### src/rtl/sw_scan_driver.sv
// sw_scan_driver
//   Converts a 13-bit switch value to four BCD digits with a sequential
//   double-dabble engine and time-multiplexes them onto the display_num
//   inputs (posb/num/dp). Leading zeros are blanked; position 0 always shows.
//
// Ports:
//   CLK      in   1   system clock, rising edge
//   RST      in   1   synchronous active-high reset
//   SW       in  13   binary value to display (0..8191)
//   dp_mask  in   4   decimal-point enable per position
//   posb     out  4   active-low digit select
//   num      out  4   digit code (0-9 or BLANK_CODE)
//   dp       out  1   decimal point for the active position
//   busy     out  1   high while a conversion is running
module sw_scan_driver #(
  parameter int SCAN_DIV   = 5,
  parameter int BLANK_CODE = 10
) (
  input  logic        CLK,
  input  logic        RST,
  input  logic [12:0] SW,
  input  logic [3:0]  dp_mask,
  output logic [3:0]  posb,
  output logic [3:0]  num,
  output logic        dp,
  output logic        busy
);

  localparam int         CW    = (SCAN_DIV < 1) ? 1 : $clog2(SCAN_DIV + 1);
  localparam logic [3:0] BLANK = BLANK_CODE[3:0];

  typedef enum logic [1:0] {IDLE, SHIFT, DONE} state_t;

  state_t         state_reg;
  logic [12:0]    last_sw_reg;
  logic [12:0]    sreg_reg;
  logic [15:0]    bcd_reg;
  logic [3:0]     bit_cnt_reg;
  logic [3:0]     digit_reg [4];
  logic [CW-1:0]  scan_cnt_reg;
  logic [1:0]     pos_reg;

  // Double-dabble correction: any nibble >= 5 gets +3 before the shift so
  // that it carries correctly into the next decade.
  logic [15:0] bcd_adj;
  genvar gi;
  generate
    for (gi = 0; gi < 4; gi++) begin : g_adj
      assign bcd_adj[gi*4 +: 4] = (bcd_reg[gi*4 +: 4] >= 4'd5) ?
                                  bcd_reg[gi*4 +: 4] + 4'd3 :
                                  bcd_reg[gi*4 +: 4];
    end
  endgenerate

  // blank[k]: digit k and every higher digit are zero. Position 0 never blanks.
  logic [3:0] blank;
  always_comb begin
    blank    = 4'b0000;
    blank[3] = (digit_reg[3] == 4'd0);
    blank[2] = blank[3] && (digit_reg[2] == 4'd0);
    blank[1] = blank[2] && (digit_reg[1] == 4'd0);
  end

  // Conversion FSM. Digits are only written in DONE, so partial shift
  // results never reach the display.
  always_ff @(posedge CLK) begin
    if (RST) begin
      state_reg   <= IDLE;
      last_sw_reg <= 13'd0;
      sreg_reg    <= 13'd0;
      bcd_reg     <= 16'd0;
      bit_cnt_reg <= 4'd0;
      busy        <= 1'b0;
      for (int i = 0; i < 4; i++) digit_reg[i] <= 4'd0;
    end else begin
      case (state_reg)
        IDLE: begin
          if (SW != last_sw_reg) begin
            sreg_reg    <= SW;
            bcd_reg     <= 16'd0;
            last_sw_reg <= SW;
            bit_cnt_reg <= 4'd0;
            busy        <= 1'b1;
            state_reg   <= SHIFT;
          end
        end
        SHIFT: begin
          {bcd_reg, sreg_reg} <= {bcd_adj, sreg_reg} << 1;
          bit_cnt_reg         <= bit_cnt_reg + 4'd1;
          if (bit_cnt_reg == 4'd12) state_reg <= DONE;
        end
        DONE: begin
          for (int i = 0; i < 4; i++) digit_reg[i] <= bcd_reg[i*4 +: 4];
          busy      <= 1'b0;
          state_reg <= IDLE;
        end
        default: state_reg <= IDLE;
      endcase
    end
  end

  // Scan counter and registered display outputs (one cycle behind pos_reg).
  always_ff @(posedge CLK) begin
    if (RST) begin
      scan_cnt_reg <= '0;
      pos_reg      <= 2'd0;
      posb         <= 4'b1111;
      num          <= BLANK;
      dp           <= 1'b0;
    end else begin
      if (scan_cnt_reg == CW'(SCAN_DIV)) begin
        scan_cnt_reg <= '0;
        pos_reg      <= pos_reg + 2'd1;
      end else begin
        scan_cnt_reg <= scan_cnt_reg + CW'(1);
      end
      posb <= ~(4'b0001 << pos_reg);
      dp   <= dp_mask[pos_reg];
      num  <= blank[pos_reg] ? BLANK : digit_reg[pos_reg];
    end
  end

endmodule
### config.mk
export PLATFORM = sky130hd
export DESIGN_NAME = sw_scan_driver
export DESIGN_NICKNAME = d
export VERILOG_FILES = /design/src/rtl/sw_scan_driver.sv
export SDC_FILE = /design/constraint.sdc
export NUM_CORES = 1
export LEC_CHECK = 0
export BUFFER_PORTS_ARGS = -buffer_cell sky130_fd_sc_hd__clkbuf_2
export CAP_MARGIN = 40
export CORE_ASPECT_RATIO = 0.8
export CORE_MARGIN = 4
export CORE_UTILIZATION = 44
export DETAILED_ROUTE_END_ITERATION = 16
export GPL_ROUTABILITY_DRIVEN = 0
export PLACE_DENSITY = 0.6
export SLEW_MARGIN = 20
export SYNTH_ARGS = -nofsm -noshare
export SYNTH_HDL_FRONTEND = slang
export SYNTH_SLANG_ARGS = --single-unit
### constraint.sdc
create_clock -name CLK -period 1.9 [get_ports CLK]
set_input_delay 0 -clock CLK [delete_from_list [all_inputs] [get_ports CLK]]
set_output_delay 0 -clock CLK [all_outputs]
set_load 0.1 [all_outputs]
# ---- Word level (Yosys, flattened, before mapping)
# Memory sizes are Yosys's and may differ from the RTL's. A register that Yosys moved wholly into a read port is not among the register bits.
# Cells that the tools add are included.
dict set report word_totals {
  ff_bits 59
  mem_bits_ro 0
  ram_bits 16
  mem_count 1
  output_inout_bits 10
  in_bits 19
  latchBits 0
}
dict set report op_classes {
  add_sub_neg 7
  mul 0
  n_div 0
  shift 1
  n_eq_ne 7
  muxes 28
  bitwise_logic 5
  n_reduce_logical 14
  magnitude_cmp 5
}
# name words width read_ports rd_ports_with_merged_regs write_ports line_no
set mem_list {}
lappend mem_list {digit_reg 4 4 4 1 4 39} ;# logic [3:0] digit_reg [4];
# op count
set op_table {}
lappend op_table {{two-way mux 4 bit} 8}
lappend op_table {{case mux 16 bit (2 select lines)} 1}
lappend op_table {{case mux 13 bit (2 select lines)} 1}
lappend op_table {{greater-or-equal comparator 4 x 3 -> 1 bit (second input constant)} 4}
lappend op_table {{two-way mux 16 bit} 1}
lappend op_table {{two-way mux 13 bit} 1}
lappend op_table {{!= test 13 bit} 1}
lappend op_table {{adder 4 x 2 -> 4 bit (second input constant)} 3}
lappend op_table {{logical NOT 4 bit} 3}
lappend op_table {{two-way mux 1 bit} 8}
lappend op_table {{case mux 4 bit (2 select lines)} 1}
lappend op_table {{AND reduction 2 bit} 4}
lappend op_table {{adder 4 x 1 -> 4 bit (second input constant)} 1}
lappend op_table {{binary-select mux 1 bit (select 2 bit)} 2}
lappend op_table {{equality test 4 bit (second input constant)} 1}
lappend op_table {{two-way mux 2 bit} 2}
lappend op_table {{!= test 2 bit (second input constant)} 2}
lappend op_table {{inverter 4 bit} 1}
lappend op_table {{bitwise OR 1 bit} 4}
lappend op_table {{case mux 2 bit (2 select lines)} 1}
lappend op_table {{nonzero test 2 bit} 2}
lappend op_table {{OR reduction 2 bit} 2}
lappend op_table {{<< shifter 1 x 2 -> 4 bit (first input constant)} 1}
lappend op_table {{adder 3 x 1 -> 3 bit (second input constant)} 1}
lappend op_table {{10 further kinds} 11}

# ---- Depth between registers and ports, before layout
# Gate-level depths: netlist (run 1).
# An unclocked memory read counts as a cell.
dict set report depth {
  ltp_word 7
  ltp_mapped 7
  mapped_depth_nobuf 7
}

# ---- Worst setup path after synthesis (run 1)
# No wires, ideal clock.
dict set report synth_timing {
  path_type {reg2reg}
  startpoint {register last_sw_reg[10]}
  endpoint {register sreg_reg[10]}
  arrival_ns 1.635
  setup_ns 0.119
  stages_incl_launch_ff 7
  slack_ns 0.146
  cell_sequence {dfxtp_1 > xor2_1 > nor4_1 > nand4_2 > o21a_2 > buf_6 > o221a_1}
}
dict set report synth_between {
  elab_chain_cells 3
}
# item line_no
set synth_lines {}
lappend synth_lines {{start: declaration} 35} ;# logic [12:0] last_sw_reg;
lappend synth_lines {{start signal: assignment} 69} ;# last_sw_reg <= 13'd0;
lappend synth_lines {{start signal: assignment} 81} ;# last_sw_reg <= SW;
lappend synth_lines {{!= test 13 bit} 78} ;# if (SW != last_sw_reg) begin
lappend synth_lines {{!= test 2 bit (no line)} n/a}
lappend synth_lines {{AND reduction 2 bit (no line)} n/a}
lappend synth_lines {{end signal: assignment} 88} ;# {bcd_reg, sreg_reg} <= {bcd_adj, sreg_reg} << 1;
lappend synth_lines {{end: declaration} 36} ;# logic [12:0] sreg_reg;
# Every way passes these cells.
# A chain may end at the register's enable or synchronous reset.

# ---- Worst setup path after layout (run 1)
dict set report layout_timing {
  startpoint {input port SW[10]}
  endpoint {register sreg_reg[0]}
}
dict set report layout_between {
  elab_chain_cells 3
}
# item line_no
set layout_lines {}
lappend layout_lines {{start: declaration} 21} ;# input logic [12:0] SW,
lappend layout_lines {{!= test 13 bit} 78}
lappend layout_lines {{!= test 2 bit (no line)} n/a}
lappend layout_lines {{AND reduction 2 bit (no line)} n/a}
# Every way passes these cells.

==> results of run 1 <==
## logic make-up (layout without fill, tap and decap cells)
| group | Yosys count | count (layout) | share of synthesized area (%) |
|---|---|---|---|
| and+or+nand+nor | 124 | 124 | 14.9 |
| DFF | 79 | 79 | 45.0 |
| AOI/OAI and AO/OA | 63 | 63 | 15.8 |
| buffers and inverters | 45 | 90 | 6.54 |
| muxes | 23 | 23 | 7.57 |
| xor gates and xnor gates | 22 | 22 | 4.98 |
| adders and majority gates | 16 | 16 | 5.18 |
## per-layer routing
layer	vias up	GRT usage, %	part of all wire [%]	wire, µm
met5	-	0	0	0
met4	0	4.80	0.45	33
met3	4	4.09	3.7	277
met2	44	20.6	43	3190
met1	1251	22.2	53	3910
li1	1393	-	-	-
## cell usage in the layout (no fill, tap or decap), types with 2 or more instances in the layout
cell type       n
a211oi_2        4
nor2_1         32
dlygate4sd3_1  13
clkinv_1        2
nand3_1         4
mux2i_1        18
nand2_1        45
inv_1          22
nor3b_1         3
nor3_1         15
o21ai_0         4
o22ai_1         3
o221a_1         9
nand2b_1        6
xor2_1         13
or2_2           3
mux4_2          5
a21oi_1        15
a211oi_1        5
clkbuf_8        9
a31oi_1         4
buf_4           9
ha_1           16
nor4_1          3
xnor2_1         9
clkinv_4        2
edfxtp_1       16
clkbuf_2       28
buf_12          2
dfxtp_1        63
and2_1          7
o32ai_2        15
## worst max-delay path by stage
stage,endpoint,slack (ps),startpoint
after floorplan,sreg_reg[10],150,last_sw_reg[10]
after global placement,sreg_reg[0],120,last_sw_reg[10]
after detailed placement,sreg_reg[0],50,last_sw_reg[10]
after CTS,sreg_reg[0],50,last_sw_reg[10]
after global routing,bcd_reg[8],10,last_sw_reg[8]
final,sreg_reg[0],120,SW[10]
## tightest hold or removal path, delay by kind of cell
family,cells,cell delay [ps]
multiplexers,1,210
buffers and inverters,1,70
AND/OR/NAND/NOR,1,120
## metrics by stage
stage | cell area, µm² | utilization [%] | setup WS (ps)
4_1_cts | 4410 | 51.8 | 51.6
6_report | 4420 | 51.9 | 118
3_5_place_dp | 4090 | 47.9 | 47.0
2_1_floorplan | 3870 | - | 146
3_3_place_gp | 4090 | 47.9 | 118
5_1_grt | 4420 | 51.9 | 14.7
## area by class of cell
class | count | share of cell area [%]
Tap cell | 112 | 3.17
Timing Repair Buffer | 52 | 8.55
Multi-Input combinational cell | 248 | 42.6
Inverter | 22 | 1.87
Clock inverter | 7 | 1.61
Sequential cell | 79 | 39.4
Clock buffer | 9 | 2.80
## what timing repair did
item                                    in CTS  in global routing
hold endpoints to repair                    23                  0
endpoints found under the setup margin       0                 23
resized for setup                            0                  2
hold buffers                                13                  0
## power by group through the flow
stage | registers (mW) | clock network [mW] | logic (mW)
6_report | 1.82 | 1.23 | 0.357
5_1_grt | 1.83 | 1.35 | 0.391
4_1_cts | 1.82 | 1.29 | 0.357
3_5_place_dp | 1.86 | 0 | 0.335
3_3_place_gp | 1.86 | 0 | 0.331
2_1_floorplan | 1.90 | 0 | 0.202
==> impl_metrics.py, run 1 <==
metrics = {
    "synth": {
        "ys.flop_type": "dfxtp_1",
        "synth.most_common_cell": "dfxtp_1",
        "ys_top_cells_by_area": "dfxtp_1 33%, edfxtp_1 12%, o32ai_2 6.3%",
        "synth_top_area_share_pct": 32.6,
        "syn-num-nets": 407,
        "synth-seq-cells": 79,
        "synth-async-reset-ratio_pct": 0,
        "synth_common_cells": "63 x dfxtp_1, 46 x nand2_1, 32 x nor2_1",
        "synth.avg_cell_area_um2": 10.4,
        "synth_area_um2": 3870,
        "ys_seq_area_share_pct": 45.0,
        "ys_types": 40,
        "yosys_warnings": 0,
        "synth-edff-count": 16,
        "synth_top_area_cell": "dfxtp_1",
        "syn_inst": 372,
    },
    "finish": {
        "diodes": 0,
        "drive_gt1_share_pct": 20.6,
        "nets": 447,
        "area_growth_pct": 14.3,
        "multiInputGateArea_um2": 1880,
        "final-seq-area_um2": 1740,
        "num-fill-cells": 775,
        "final_cells": 529,
    },
    "timing": {
        "finalSetupViolations": 0,
        "hold_ws_ps": 84.5,
        "hold_viol": 0,
        "rsz0062_at_grt": "false",
        "worst_slew_pin_slew_ps": 541,
        "maxSlewHeadroom_pct": 64.1,
        "fin_crit_sh_pct": 93.8,
        "final.min_clock_period_ps": 1780,
        "fin_setup_tns_ps": 0,
        "max_freq_mhz": 561,
        "clock_skew_ps": 12.2,
        "drv_slew": 0,
    },
    "route": {
        "drtIter0Drc": 169,
        "vias_per_cell": 5.09,
        "ant_nets": 0,
        "totalWireLength_um": 7410,
        "drtPass1Iterations": 5,
        "drc": 0,
        "vias": 2692,
        "drt-wirelength-per-cell_um": 14.0,
    },
    "setup_path": {
        "worstPathRequired_ps": 2170,
        "r2r_start": "last_sw_reg[8]",
        "startpoint_type": "input pin",
        "cp_max_fo": 7,
        "path_cells": "dlygate4sd3_1 > clkbuf_2 > xor2_1 > nor4_2 > nand4_2 > buf_4 > or4b_1 > o221ai_1",
        "cp_num_buf_inv": 3,
        "crit_slowest_cell": "dlygate4sd3_1",
        "rrSetupSlack_ps": 130,
        "crit_cells": 8,
        "max_stage_delay_ps": 530,
        "endpoint_kind": "flip-flop",
        "cpLargestDelayFamily": "simple AND/OR/NAND/NOR gates",
        "reg2reg_depth": 6,
        "critPathArrivalTime_ps": 2050,
        "worstReg2RegEnd": "sreg_reg[0]",
        "path_class": "in -> reg",
    },
    "grt": {
        "grt_pass1_vias": 2448,
        "groute.usage.overall_pct": 14.9,
        "antenna_found_initial": 0,
        "grt_overflow": 0,
        "grt_max_degree": 54,
        "grt_first_pass_wirelength_um": 12300,
    },
    "pwr": {
        "power_mw": 3.40,
        "switching_share_pct": 26.0,
        "p_switching_mw": 0.886,
        "p_clk_share_pct": 36.1,
        "ir_worst_vdd_v": 0.000496,
        "p_per_area_nw_per_um2": 770,
        "power_frac_seq_pct": 53.4,
        "power_frac_comb_pct": 10.5,
        "p_leak_nw": 1.70,
        "p_int_mw": 2.52,
    },
    "floorplanning": {
        "core_area_um2": 8520,
        "fp-row-count": 30,
        "die_x_um": 113,
        "die_y_um": 91.9,
        "start_util_pct": 45.4,
        "ios": 29,
        "die-area_um2": 10400,
    },
    "placement": {
        "hpwl_um": 5110,
        "dp.cells": 500,
        "portBuffers": 28,
    },
    "clock_tree": {
        "clk_path_buf_depth": 2,
        "clock_sinks": 79,
        "insertion_delay_ps": 350,
        "clock_tree.root_cell": "clkbuf_8",
        "cts.clk_slew.worst_paths_ps": 80,
        "htree_num_levels": 3,
        "postCtsSetupBuffers": 0,
        "cts_tree": "built",
        "numCtsBuffers": 9,
    },
    "flow_run": {
        "maxCapViolations": 0,
    },
    "hold_path": {
        "worstHoldStart": "dp_mask[0]",
        "holdPathStages": 3,
        "worstHoldEndpoint": "dp",
        "hold_path.class": "in -> reg",
    },
    "status": {
        "outcome": "finished clean",
    },
}
Power figures use the tool's default switching activity.
==> run 2, diff against run 1 <==
Settings changed: GPL_TIMING_DRIVEN from default to 0, SLEW_MARGIN 20 to 40.
==> impl_metrics.py, run 2 (synthesized netlist as in run 1, its figures left out) <==
metrics = {
    "status": {
        "outcome": "finished clean",
    },
    "floorplanning": {
        "start_util_pct": 45.4,
        "die_x_um": 113,
        "die-area_um2": 10400,
        "die_y_um": 91.9,
        "core_area_um2": 8520,
        "fp-row-count": 30,
        "ios": 29,
    },
    "grt": {
        "grt_first_pass_wirelength_um": 13800,
        "groute.usage.overall_pct": 17.1,
        "grt_max_degree": 18,
        "antenna_found_initial": 0,
        "grt_pass1_vias": 2686,
        "grt_overflow": 0,
    },
    "placement": {
        "portBuffers": 27,
        "preCtsSetupSlack_ps": -86.7,
        "dp.cells": 511,
        "hpwl_um": 5760,
        "place_area_um2": 4140,
    },
    "pwr": {
        "p_clk_share_pct": 38.1,
        "p_leak_nw": 1.74,
        "power_frac_seq_pct": 51.2,
        "ir_worst_vdd_v": 0.000514,
        "p_int_mw": 2.65,
        "power_frac_comb_pct": 10.7,
        "switching_share_pct": 25.1,
        "p_per_area_nw_per_um2": 784,
        "p_switching_mw": 0.891,
        "power_mw": 3.54,
    },
    "timing": {
        "drv_slew": 0,
        "worst_slack_ps": 63.6,
        "worst_slew_pin_slew_ps": 792,
        "hold_viol": 0,
        "clock_skew_ps": 8.07,
        "fin_crit_sh_pct": 96.7,
        "rsz0062_at_grt": "true",
        "maxSlewHeadroom_pct": 47.2,
        "finalSetupViolations": 0,
        "max_freq_mhz": 545,
        "fin_setup_tns_ps": 0,
        "final.min_clock_period_ps": 1840,
        "hold_ws_ps": 72.7,
    },
    "setup_path": {
        "cp_num_buf_inv": 1,
        "cpLargestDelayFamily": "simple AND/OR/NAND/NOR gates",
        "r2r_start": "last_sw_reg[3]",
        "path_class": "reg -> reg",
        "reg2reg_depth": 6,
        "crit_slowest_cell": "dfxtp_2",
        "path_cells": "xor2_1 > nor4_2 > nand4_2 > o21a_4 > buf_8 > o221a_1",
        "critPathArrivalTime_ps": 2090,
        "crit_cells": 6,
        "endpoint_kind": "flip-flop",
        "max_stage_delay_ps": 330,
        "rrSetupSlack_ps": 60,
        "cp_max_fo": 10,
        "worstReg2RegEnd": "sreg_reg[9]",
        "startpoint_type": "flip-flop",
        "worstPathRequired_ps": 2150,
    },
    "hold_path": {
        "holdPathStages": 3,
        "worstHoldEndpoint": "dp",
        "hold_path.class": "in -> reg",
        "worstHoldStart": "dp_mask[3]",
    },
    "route": {
        "vias": 2745,
        "drt-wirelength-per-cell_um": 14.9,
        "drtIter0Drc": 189,
        "totalWireLength_um": 8090,
        "drtPass1Iterations": 4,
        "drc": 0,
        "vias_per_cell": 5.07,
        "ant_nets": 0,
    },
    "finish": {
        "final_area_um2": 4520,
        "nets": 459,
        "area_growth_pct": 16.8,
        "final_cells": 541,
        "fin_util_pct": 53.0,
        "drive_gt1_share_pct": 20.5,
        "diodes": 0,
        "final_common_cell": "dfxtp_1",
        "final_cell_mix": "62 x dfxtp_1, 46 x nand2_1, 32 x nor2_1",
    },
    "flow_run": {
        "maxCapViolations": 0,
    },
    "clock_tree": {
        "numCtsBuffers": 9,
        "clock_tree.root_cell": "clkbuf_8",
        "clock_sinks": 79,
        "cts_tree": "built",
        "clk_path_buf_depth": 2,
        "htree_num_levels": 3,
        "insertion_delay_ps": 360,
        "cts.clk_slew.worst_paths_ps": 80,
    },
}
## run 2: final cells by class
type	count	area, µm²
buffer	23	175
clock inverter	6	85.1
multi-input combinational	248	1890
clock buffer	10	128
timing repair buffer	41	273
tap	112	140
inverter	22	82.6
sequential	79	1740
fill	753	4000
## run 2: power groups by stage
| stage | clock, mW | sequential [mW] | combinational, mW |
|---|---|---|---|
| final | 1.35 | 1.81 | 0.378 |
| after global routing | 1.48 | 1.82 | 0.418 |
| after CTS | 1.40 | 1.81 | 0.375 |
| after detailed placement | 0 | 1.85 | 0.353 |
| after floorplan | 0 | 1.90 | 0.202 |
| after global placement | 0 | 1.85 | 0.348 |
## run 2: worst max path at each step
stage	endpoint	slack [ps]	start
floorplan	sreg_reg[10]	150	last_sw_reg[10]
global placement	sreg_reg[9]	-90	last_sw_reg[10]
detailed placement	sreg_reg[10]	-90	last_sw_reg[10]
CTS	sreg_reg[7]	40	last_sw_reg[8]
global route	sreg_reg[5]	-5	last_sw_reg[3]
finish	sreg_reg[9]	60	last_sw_reg[3]
## run 2: metal layers
layer,share of wire (%),GRT usage (%)
met1,52,25.1
met2,43,24.0
met3,4.2,4.42
met4,1.1,6.21
met5,0,0
## run 2: worst min-delay path: stages
cell and delay [ps]:
clkbuf_2 80, mux4_2 220, and2_1 110
## run 2: repair_timing
item / 4_1_cts / 5_1_grt
setup endpoints to repair: 40 / 27
buffers inserted: 1 / 0
hold buffers: 13 / 0
pin swaps: 1 / 5
resized for setup: 1 / 5
endpoints found under the hold margin: 23 / 0
==> run 3, diff against run 2 <==
Clock period 1.9 ns to 2.3 ns, I/O delays scaled along.
==> impl_metrics.py, run 3 (synthesized netlist as in run 1, its figures left out) <==
metrics = {
    "setup_path": {
        "critPathArrivalTime_ps": 2250,
        "startpoint_type": "flip-flop",
        "path_class": "reg -> reg",
        "reg2reg_depth": 6,
        "cp_max_fo": 10,
        "worstPathRequired_ps": 2550,
        "endpoint_kind": "flip-flop",
        "rrSetupSlack_ps": 300,
    },
    "clock_tree": {
        "cts-resized-gates": 0,
        "numCtsBuffers": 9,
        "htree_num_levels": 3,
        "clk_path_buf_depth": 2,
        "clock_tree.root_cell": "clkbuf_8",
        "insertion_delay_ps": 360,
        "cts.clk_slew.worst_paths_ps": 80,
        "postCtsSetupBuffers": 0,
        "cts_tree": "built",
        "clock_sinks": 79,
    },
    "timing": {
        "maxSlewHeadroom_pct": 47.9,
        "rsz0062_at_grt": "false",
        "max_freq_mhz": 499,
        "worst_slew_pin_slew_ps": 782,
        "fin_setup_tns_ps": 0,
        "finalSetupViolations": 0,
        "final.min_clock_period_ps": 2000,
        "hold_ws_ps": 70.7,
        "hold_viol": 0,
        "clock_skew_ps": 7.71,
        "drv_slew": 0,
        "fin_crit_sh_pct": 87.0,
    },
    "finish": {
        "area_growth_pct": 16.0,
        "final_common_cell": "dfxtp_1",
        "diodes": 0,
        "final_cell_mix": "63 x dfxtp_1, 46 x nand2_1, 32 x nor2_1",
        "fin_util_pct": 52.6,
        "final_cells": 540,
        "nets": 458,
        "drive_gt1_share_pct": 19.4,
    },
    "route": {
        "vias": 2755,
        "drt-wirelength-per-cell_um": 15.0,
        "totalWireLength_um": 8100,
        "drtIter0Drc": 211,
        "drtPass1Iterations": 4,
        "ant_nets": 0,
        "drc": 0,
        "vias_per_cell": 5.10,
    },
    "placement": {
        "dp.cells": 511,
        "portBuffers": 27,
        "hpwl_um": 5760,
    },
    "floorplanning": {
        "core_area_um2": 8520,
        "die-area_um2": 10400,
        "die_x_um": 113,
        "ios": 29,
        "die_y_um": 91.9,
        "start_util_pct": 45.4,
        "fp-row-count": 30,
    },
    "grt": {
        "grt_overflow": 0,
        "groute.usage.overall_pct": 17.0,
        "antenna_found_initial": 0,
        "grt_pass1_vias": 2681,
        "grt_max_degree": 18,
        "grt_first_pass_wirelength_um": 13800,
    },
    "hold_path": {
        "holdPathStages": 3,
        "hold_path.class": "in -> reg",
    },
    "pwr": {
        "p_per_area_nw_per_um2": 653,
        "power_mw": 2.93,
        "p_leak_nw": 1.73,
        "ir_worst_vdd_v": 0.000425,
    },
    "status": {
        "outcome": "finished clean",
    },
    "flow_run": {
        "maxCapViolations": 0,
    },
}
## run 3: changes by cell type in the layout (fill, tap and decap cells not counted), sizes merged
cell / delta
buf: -1
## run 3: final timing paths
| check | from | endpoint |
|---|---|---|
| max reg2reg | last_sw_reg[10] | sreg_reg[9] |
| min | dp_mask[3] | dp |
| max | last_sw_reg[10] | sreg_reg[9] |
| min reg2reg | last_sw_reg[12] | last_sw_reg[12] |
## run 3: cell type report
cell class                      instances  area (µm²)
Buffer                                 23         170
Clock buffer                           10         128
Clock inverter                          6        85.1
Fill cell                             760        4040
Inverter                               22        82.6
Multi-Input combinational cell        248        1870
Sequential cell                        79        1740
Tap cell                              112         140
Timing Repair Buffer                   40         265
## run 3: metrics by stage
stage,instance area (µm²),setup slack [ps]
global placement,4140,306
detailed placement,4140,313
CTS,4490,281
finish,4490,298
global route,4490,154
floorplan,3870,546
## run 3: per-layer routing
layer  track usage [%]  wire [µm]
met1              25.0       4300
met2              23.9       3390
met3              4.42        294
met4              6.21        120
met5                 0          0
## run 3: critical path: stages, from the launching register on
cell and delay, ps:
dfxtp_1 320, xor2_1 180, nor4_1 350, nand4_2 330, o21a_2 330, buf_6 150
o221a_1 230
## run 3: report_power, final
group	total (mW)	switching, mW	internal [mW]
sequential	1.50	0.0325	1.47
clock	1.12	0.516	0.607
combinational	0.308	0.191	0.117
total	2.93	0.740	2.19
## run 3: what timing repair did
action,4_1_cts,5_1_grt
endpoints found under the hold margin,23,0
hold buffers,13,0
endpoints found under the setup margin,0,0
